<file path="config.mk">
export PLATFORM = sky130hd
export DESIGN_NAME = sensor_ctrl
export DESIGN_NICKNAME = d
export VERILOG_FILES = /design/src/rtl/sensor_ctrl_pkg.sv /design/src/rtl/sensor_mem.sv /design/src/rtl/sensor_ctrl.sv
export SDC_FILE = /design/constraint.sdc
export NUM_CORES = 2
export LEC_CHECK = 0
export ABC_CLOCK_PERIOD_IN_PS = 4200
export BUFFER_PORTS_ARGS = -buffer_cell sky130_fd_sc_hd__buf_2
export CAP_MARGIN = 15
export CORE_MARGIN = 8
export CORE_UTILIZATION = 55
export CTS_CLUSTER_DIAMETER = 120
export DETAILED_ROUTE_END_ITERATION = 10
export PLACE_DENSITY = 0.78
export SYNTH_ARGS = -nofsm -noshare
export SYNTH_HDL_FRONTEND = slang
export SYNTH_SLANG_ARGS = --single-unit
</file>
<file path="constraint.sdc">
create_clock -name clk -period 4.2 [get_ports clk]
set_clock_uncertainty 0.05 [all_clocks]
set_input_delay 0.42 -clock clk [delete_from_list [all_inputs] [get_ports clk]]
set_output_delay 0.42 -clock clk [all_outputs]
set_load 0.05 [all_outputs]
</file>
<file path="src/rtl/sensor_ctrl_pkg.sv">
// Shared constants and state encoding for the sensor sample buffer controller.
`ifndef SENSOR_CTRL_PKG_SV
`define SENSOR_CTRL_PKG_SV
package sensor_ctrl_pkg;
    localparam int DATA_SIZE  = 32;
    localparam int ADDR_SIZE  = 6;
    localparam int DEPTH      = 64;
    localparam int COUNT_SIZE = ADDR_SIZE + 1;

    localparam int IDLE_BIT    = 0;
    localparam int REQUEST_BIT = 1;
    localparam int FULL_BIT    = 2;

    typedef enum logic [2:0] {
        IDLE    = 3'b001 << IDLE_BIT,
        REQUEST = 3'b001 << REQUEST_BIT,
        FULL    = 3'b001 << FULL_BIT
    } sensor_ctrl_state_t;

    localparam logic [DATA_SIZE-1:0] EMPTY_DATA = '0;
endpackage
`endif

</file>
<file path="src/rtl/sensor_mem.sv">
// Sample storage: one synchronous write port, one registered read port.
// Only the read register is reset; the array itself keeps whatever it holds.
module sensor_mem
    import sensor_ctrl_pkg::*;
(
    input  logic                 clk,
    input  logic                 rst,
    input  logic                 we_i,
    input  logic [ADDR_SIZE-1:0] waddr_i,
    input  logic [DATA_SIZE-1:0] wdata_i,
    input  logic [ADDR_SIZE-1:0] raddr_i,
    output logic [DATA_SIZE-1:0] rdata_o
);
    logic [DATA_SIZE-1:0] mem_q [DEPTH];

    always_ff @(posedge clk) begin
        if (we_i) mem_q[waddr_i] <= wdata_i;
    end

    // Read register samples the array before this edge's write lands (old data on collision).
    always_ff @(posedge clk or posedge rst) begin
        if (rst) rdata_o <= EMPTY_DATA;
        else     rdata_o <= mem_q[raddr_i];
    end
endmodule

</file>
<file path="src/rtl/sensor_ctrl.sv">
// Acquires sensor samples into a 64-word buffer while enabled, raises a level
// interrupt when full, and holds the data until the wrapper pulses clear.
module sensor_ctrl
    import sensor_ctrl_pkg::*;
(
    input  logic                 clk,
    input  logic                 rst,
    input  logic                 sctrl_en,
    input  logic                 sctrl_clear,
    input  logic [ADDR_SIZE-1:0] sctrl_addr,
    output logic                 sctrl_interrupt,
    output logic [DATA_SIZE-1:0] sctrl_out,
    output logic                 sensor_en,
    input  logic                 sensor_ready,
    input  logic [DATA_SIZE-1:0] sensor_out
);
    localparam logic [COUNT_SIZE-1:0] FULL_COUNT = COUNT_SIZE'(DEPTH);

    sensor_ctrl_state_t    state_q, state_d;
    logic [COUNT_SIZE-1:0] count_q, count_d;
    logic                  we;

    always_ff @(posedge clk or posedge rst) begin
        if (rst) begin
            state_q <= IDLE;
            count_q <= '0;
        end else begin
            state_q <= state_d;
            count_q <= count_d;
        end
    end

    always_comb begin
        state_d = state_q;
        count_d = count_q;
        we      = 1'b0;
        // Clear wins over everything, including a sample arriving this cycle.
        if (sctrl_clear) begin
            state_d = IDLE;
            count_d = '0;
        end else begin
            unique case (state_q)
                IDLE: begin
                    if (sctrl_en && count_q < FULL_COUNT) state_d = REQUEST;
                end
                REQUEST: begin
                    if (sensor_ready) begin
                        we      = 1'b1;
                        count_d = count_q + COUNT_SIZE'(1);
                    end
                    if (count_d == FULL_COUNT) state_d = FULL;
                    else if (!sctrl_en)        state_d = IDLE;
                end
                FULL:    state_d = FULL;
                default: state_d = IDLE;
            endcase
        end
    end

    // Decoded straight from state so reset drops them without waiting for a clock.
    assign sensor_en       = state_q[REQUEST_BIT];
    assign sctrl_interrupt = state_q[FULL_BIT];

    sensor_mem u_mem (
        .clk     (clk),
        .rst     (rst),
        .we_i    (we),
        .waddr_i (count_q[ADDR_SIZE-1:0]),
        .wdata_i (sensor_out),
        .raddr_i (sctrl_addr),
        .rdata_o (sctrl_out)
    );
endmodule

</file>
# Word-level counts from Yosys, hierarchy flattened
# Memories as Yosys holds them, arrays and structs flattened. A register that Yosys moved wholly into a read port is not among the register bits.
# Cells that the tools add are included.
[totals]
ff_bits = 10
ramBits = 2048
inputBits = 43
out_inout_bits = 34
elab_cells = 29
mem_count = 1
[mem_list]
columns = ["memory", "words", "width", "rd", "rd_ports_with_merged_regs", "write_ports", "line", "text"]
rows = [
  ["u_mem.mem_q", 64, 32, 1, 1, 1, "sensor_mem.sv:14", "logic [DATA_SIZE-1:0] mem_q [DEPTH];"],
]
[classes]
addsub = 1
n_lt_le_gt_ge = 1
eq_ne = 6
n_mux = 15
reduce_logical = 3
[op_table]
columns = ["op", "count"]
rows = [
  ["7-bit 2-to-1 mux", 5],
  ["3-bit 2-to-1 mux", 4],
  ["3-bit case mux with 3 select lines", 1],
  ["7-bit by 1-bit adder with 7-bit output (second input constant)", 1],
  ["7-bit == test (second input constant)", 1],
  ["7-bit less-than comparator (second input constant)", 1],
  ["1-bit 2-to-1 mux", 5],
  ["4-bit inequality test (second input constant)", 1],
  ["3-bit by 1-bit == test with 1-bit output (second input constant)", 1],
  ["3-bit by 2-bit == test with 1-bit output (second input constant)", 1],
  ["3-bit == test (second input constant)", 1],
  ["3-bit inequality test (second input constant)", 1],
  ["2-bit AND reduction", 1],
  ["2-bit nonzero test", 1],
  ["1-bit logical AND", 1],
]

# Depth between registers and ports, before layout
[logic_depth]
depth_word = 8
mapped_depth = 10
ltp_nobuf = 6

# Hierarchy
# A second synthesis with hierarchy kept.
[hier_totals]
hier_cells = 3579
area_unflattened_um2 = 79601.3
[by_module_without_submodules]
columns = ["mod", "instances", "cells_each", "area_each_um2", "seq_area_each_um2"]
rows = [
  ["sensor_mem", 1, 3512, 78963.2, 62299.8],
  ["sensor_ctrl", 1, 67, 638.1, 251.5],
]

# Worst setup path before layout
# Ideal clock, no wire load.
[synth_timing]
path_kind = "register to register"
startpoint = "reg state_q[1]"
endpoint = "mem u_mem.mem_q[22][0] (enable)"
t_arrival_ns = 3.083
t_required_ns = 3.729
path_slack_ns = 0.646
stages_incl_launch_ff = 5
path_buffers = 0
period_less_slack_ns = 3.554
path_cell_list = "dfrtp_1 nand2_1 nor4b_1 nand3_1 nor2_1"
[synth_between]
elab_chain_len = 5
[synth_rtl]
columns = ["element", "line", "text"]
rows = [
  ["from (decl)", "sensor_ctrl.sv:19", "sensor_ctrl_state_t state_q, state_d;"],
  ["from (signal assigned)", "sensor_ctrl.sv:28", "state_q <= state_d;"],
  ["3-bit by 2-bit == test with 1-bit output", "sensor_ctrl.sv:42", "unique case (state_q)"],
  ["1-bit 2-to-1 mux", "sensor_ctrl.sv:42", ""],
  ["1-bit 2-to-1 mux", "sensor_ctrl.sv:38", "if (sctrl_clear) begin"],
  ["1-bit 2-to-1 mux", "sensor_mem.sv:17", "if (we_i) mem_q[waddr_i] <= wdata_i;"],
  ["1-bit 2-to-1 mux (implied by the code)", "sensor_mem.sv:17", ""],
  ["to (decl)", "sensor_mem.sv:14", ""],
]
# No other way between the ends.

# Final worst setup path
[layout_timing]
startpoint = "reg state_q[2]"
endpoint = "mem u_mem.mem_q[4][1] (enable)"
# The elaborated chain is that of the path after synthesis.

==> metrics.txt <==
placed cells=5445; vias per cell=6.88; Min-Delay Path Depth=1; crit-path max FO=32; IO Count=77; Tcrit/Tclk final=83.5%; post-DR wirelength/cell=35.7 um; Cell Area, Synth=79700 um^2; worst min path class=primary input to flip-flop; fmax=285 MHz; Sink Count=2090; DP Area=83600 um^2; total CTS buffers=188; First-pass DRT Iterations=6; CTS tree=built; clock latency at the later pin of the worst-skew pair=790 ps; vias in the first global route=40500; clock-pin slew on the worst setup and hold paths=60 ps; Remaining Overflow, GRT=0; # Post-CTS Setup Buffers=0; Slew HR=18.3%; Core ar.=144000 um^2; Synth Flop Type=edfxtp_1; number of synthesized flops with an enable pin=2048; syn avg cell area=23.0 um^2; Worst Hold Slack=52.7 ps; Final Hold Fails=0; Pleak=28.3 nW; Synth Register Bits=2090; initial antenna violation count=19; share of layout cells above drive strength 1=29.4%; post-synthesis cell count=3465; drt drc=0; HP Start=sensor_out[1]; FFs w/ async S/R, synth=2.01%; pin count of the biggest net entering global routing=82; Worst R2R Path Depth=6; Total Nets Final=3800; site row count=139; Syn Nets=3509; Die X=397 um; Pwr per Cell Area=466 nW/um^2; Yosys cell types=51; Most common cell on crit path=nand2_1; critical-path cell list=nor2_1, nand2_1, nor4b_1, nand2_1, nor2_4, buf_4; crit path from=state_q[2]; fin cells=5819; DR vias=40100; post-layout instance area=89900 um^2; peak supply drop=0.000415 V; Max Root-Sink Buffers=3; CP max stage cell=nand2_1; Slew Limit Fails=0; root buffer selected by CTS=clkbuf_16; Arr. time, crit path=3880 ps; worst r2r dst=u_mem.mem_q[4][1]; Critical Path RT=4580 ps; Filler cells=9174; # setup viols final=0; Tmin final=3510 ps; Starting Density=55.5%; Seq/Total Area, Yosys=78.5%; drt initial violations=6200; kind of end point of the critical path=flip-flop; max incr delay on CP=750 ps; CP Class=flip-flop to flip-flop; RSZ-0062 raised after global routing=no; hpwl dp=111 mm; GRT Overall Usage=26.1%; Final GP Congestion=0.794; Tightest Pin Transition=1230 ps; reg-to-reg slack, setup=690 ps; Die Area=157000 um^2; port buffer count=76; DRT antenna net count=0; H-tree lvl count=4; MaxCap Viol Count=0; Yosys Warn Count=0; Worst setup SP type=flip-flop; Die Ht=397 um; drt total wl=208 mm; P&R area growth vs syn=12.9%; first-pass GRT wire length=292 mm; Hold Path End=u_mem.mem_q[22][1]; outcome=complete, no violations; Crit Reg-Reg Startpoint=state_q[2]; Sum Neg Setup Slack=0 ps
worst max-delay path: cells and delay by family (launching register included):
kind	cells	cell delay [ps]
simple gates	5	2000
flops	1	410
buf+inv	1	610
through the flow:
step,setup WS (ps),util [%],power (mW)
after global placement,363,58.2,25.5
after floorplan,646,-,24.6
after global routing,511,62.6,42.8
after CTS,791,62.4,42.0
after detailed placement,657,58.2,25.5
final,694,62.6,41.9
worst max-delay path by stage:
stage / depth (start not counted) / to / slack (ps)
detailed placement: 7 / u_mem.rdata_o[1] / 660
floorplan: 4 / u_mem.mem_q[22][0] / 650
global placement: 7 / u_mem.rdata_o[7] / 360
finish: 6 / u_mem.mem_q[4][1] / 690
CTS: 6 / u_mem.mem_q[4][26] / 790
global route: 6 / u_mem.mem_q[4][1] / 510
flip-flops by register name, summed over array words and instances, names as in the netlist:
| register | count |
|---|---|
| u_mem.mem_q | 2048 |
| u_mem.rdata_o | 32 |
| count_q | 7 |
| state_q | 3 |
what timing repair did:
action,in CTS,in global routing
gates resized for setup,0,0
hold buffers,8,7
endpoints found under the hold margin,48,83
Yosys cell counts (5+ instances only):
| library cell | n | area share, % |
|---|---|---|
| a21oi_1 | 44 | 0.28 |
| nand2_1 | 32 | 0.15 |
| o22ai_1 | 50 | 0.39 |
| mux4_2 | 534 | 15 |
| buf_1 | 14 | 0.066 |
| or3_1 | 6 | 0.047 |
| o31ai_1 | 15 | 0.14 |
| mux2i_1 | 92 | 1.2 |
| and2_1 | 6 | 0.047 |
| a211oi_1 | 8 | 0.075 |
| nand3b_1 | 5 | 0.047 |
| clkbuf_1 | 56 | 0.26 |
| buf_2 | 62 | 0.39 |
| nand3_1 | 6 | 0.038 |
| nor3_1 | 38 | 0.24 |
| dfrtp_1 | 41 | 1.3 |
| o221ai_1 | 8 | 0.088 |
| mux2_2 | 10 | 0.14 |
| buf_6 | 15 | 0.21 |
| inv_1 | 32 | 0.15 |
| nor2b_1 | 12 | 0.094 |
| o21ai_1 | 21 | 0.13 |
| o22a_1 | 9 | 0.099 |
| o21ai_0 | 41 | 0.26 |
| a221oi_1 | 22 | 0.24 |
| nor2_1 | 128 | 0.60 |
| nor4_1 | 11 | 0.086 |
| buf_4 | 39 | 0.37 |
| o211a_1 | 7 | 0.088 |
| edfxtp_1 | 2048 | 77 |
| nand2b_1 | 10 | 0.079 |
cells by family after synthesis:
kind of cell               share of synthesized area (%)
AOI/OAI and AO/OA                                   1.97
xor gates and xnor gates                          0.0879
adders and majority gates                         0.0157
buffers and inverters                               1.45
DFF                                                 78.5
muxes                                               16.4
and+or+nand+nor                                     1.56
placed cells by master, fill, tap and decap left out, types with 44 or more instances in the layout:
cell | Yosys | routed
nor2_1 | 128 | 64
o22ai_1 | 50 | 50
mux2i_1 | 92 | 92
buf_4 | 39 | 161
clkbuf_16 | 0 | 193
mux4_2 | 534 | 534
buf_2 | 62 | 73
clkbuf_1 | 56 | 49
a21oi_1 | 44 | 44
nor2_4 | 0 | 64
edfxtp_1 | 2048 | 2048
where the power goes:
part           internal (mW)  switching (mW)
logic                  0.768            1.37
registers               22.9          0.0629
clock network           9.38            7.38
total                   33.1            8.81
layer usage:
| layer | up-vias | global-route usage [%] | part of all wire (%) |
|---|---|---|---|
| li1 | 15300 | - | - |
| met1 | 20900 | 34.4 | 35 |
| met2 | 3285 | 41.8 | 48 |
| met3 | 619 | 5.52 | 11 |
| met4 | 10 | 12.9 | 5.8 |
| met5 | - | 0 | 0.036 |
cell type report:
| type | count | area, um^2 | area share, % |
|---|---|---|---|
| antenna | 8 | 20.0 | 0.0223 |
| clock inverter | 94 | 838 | 0.932 |
| timing repair buffer | 287 | 2460 | 2.74 |
| tap | 1903 | 2380 | 2.65 |
| multi-input combinational | 1156 | 16500 | 18.3 |
| sequential | 2090 | 62600 | 69.6 |
| clock buffer | 248 | 5100 | 5.67 |
| inverter | 33 | 124 | 0.138 |
(Power assumes the default switching activity.)
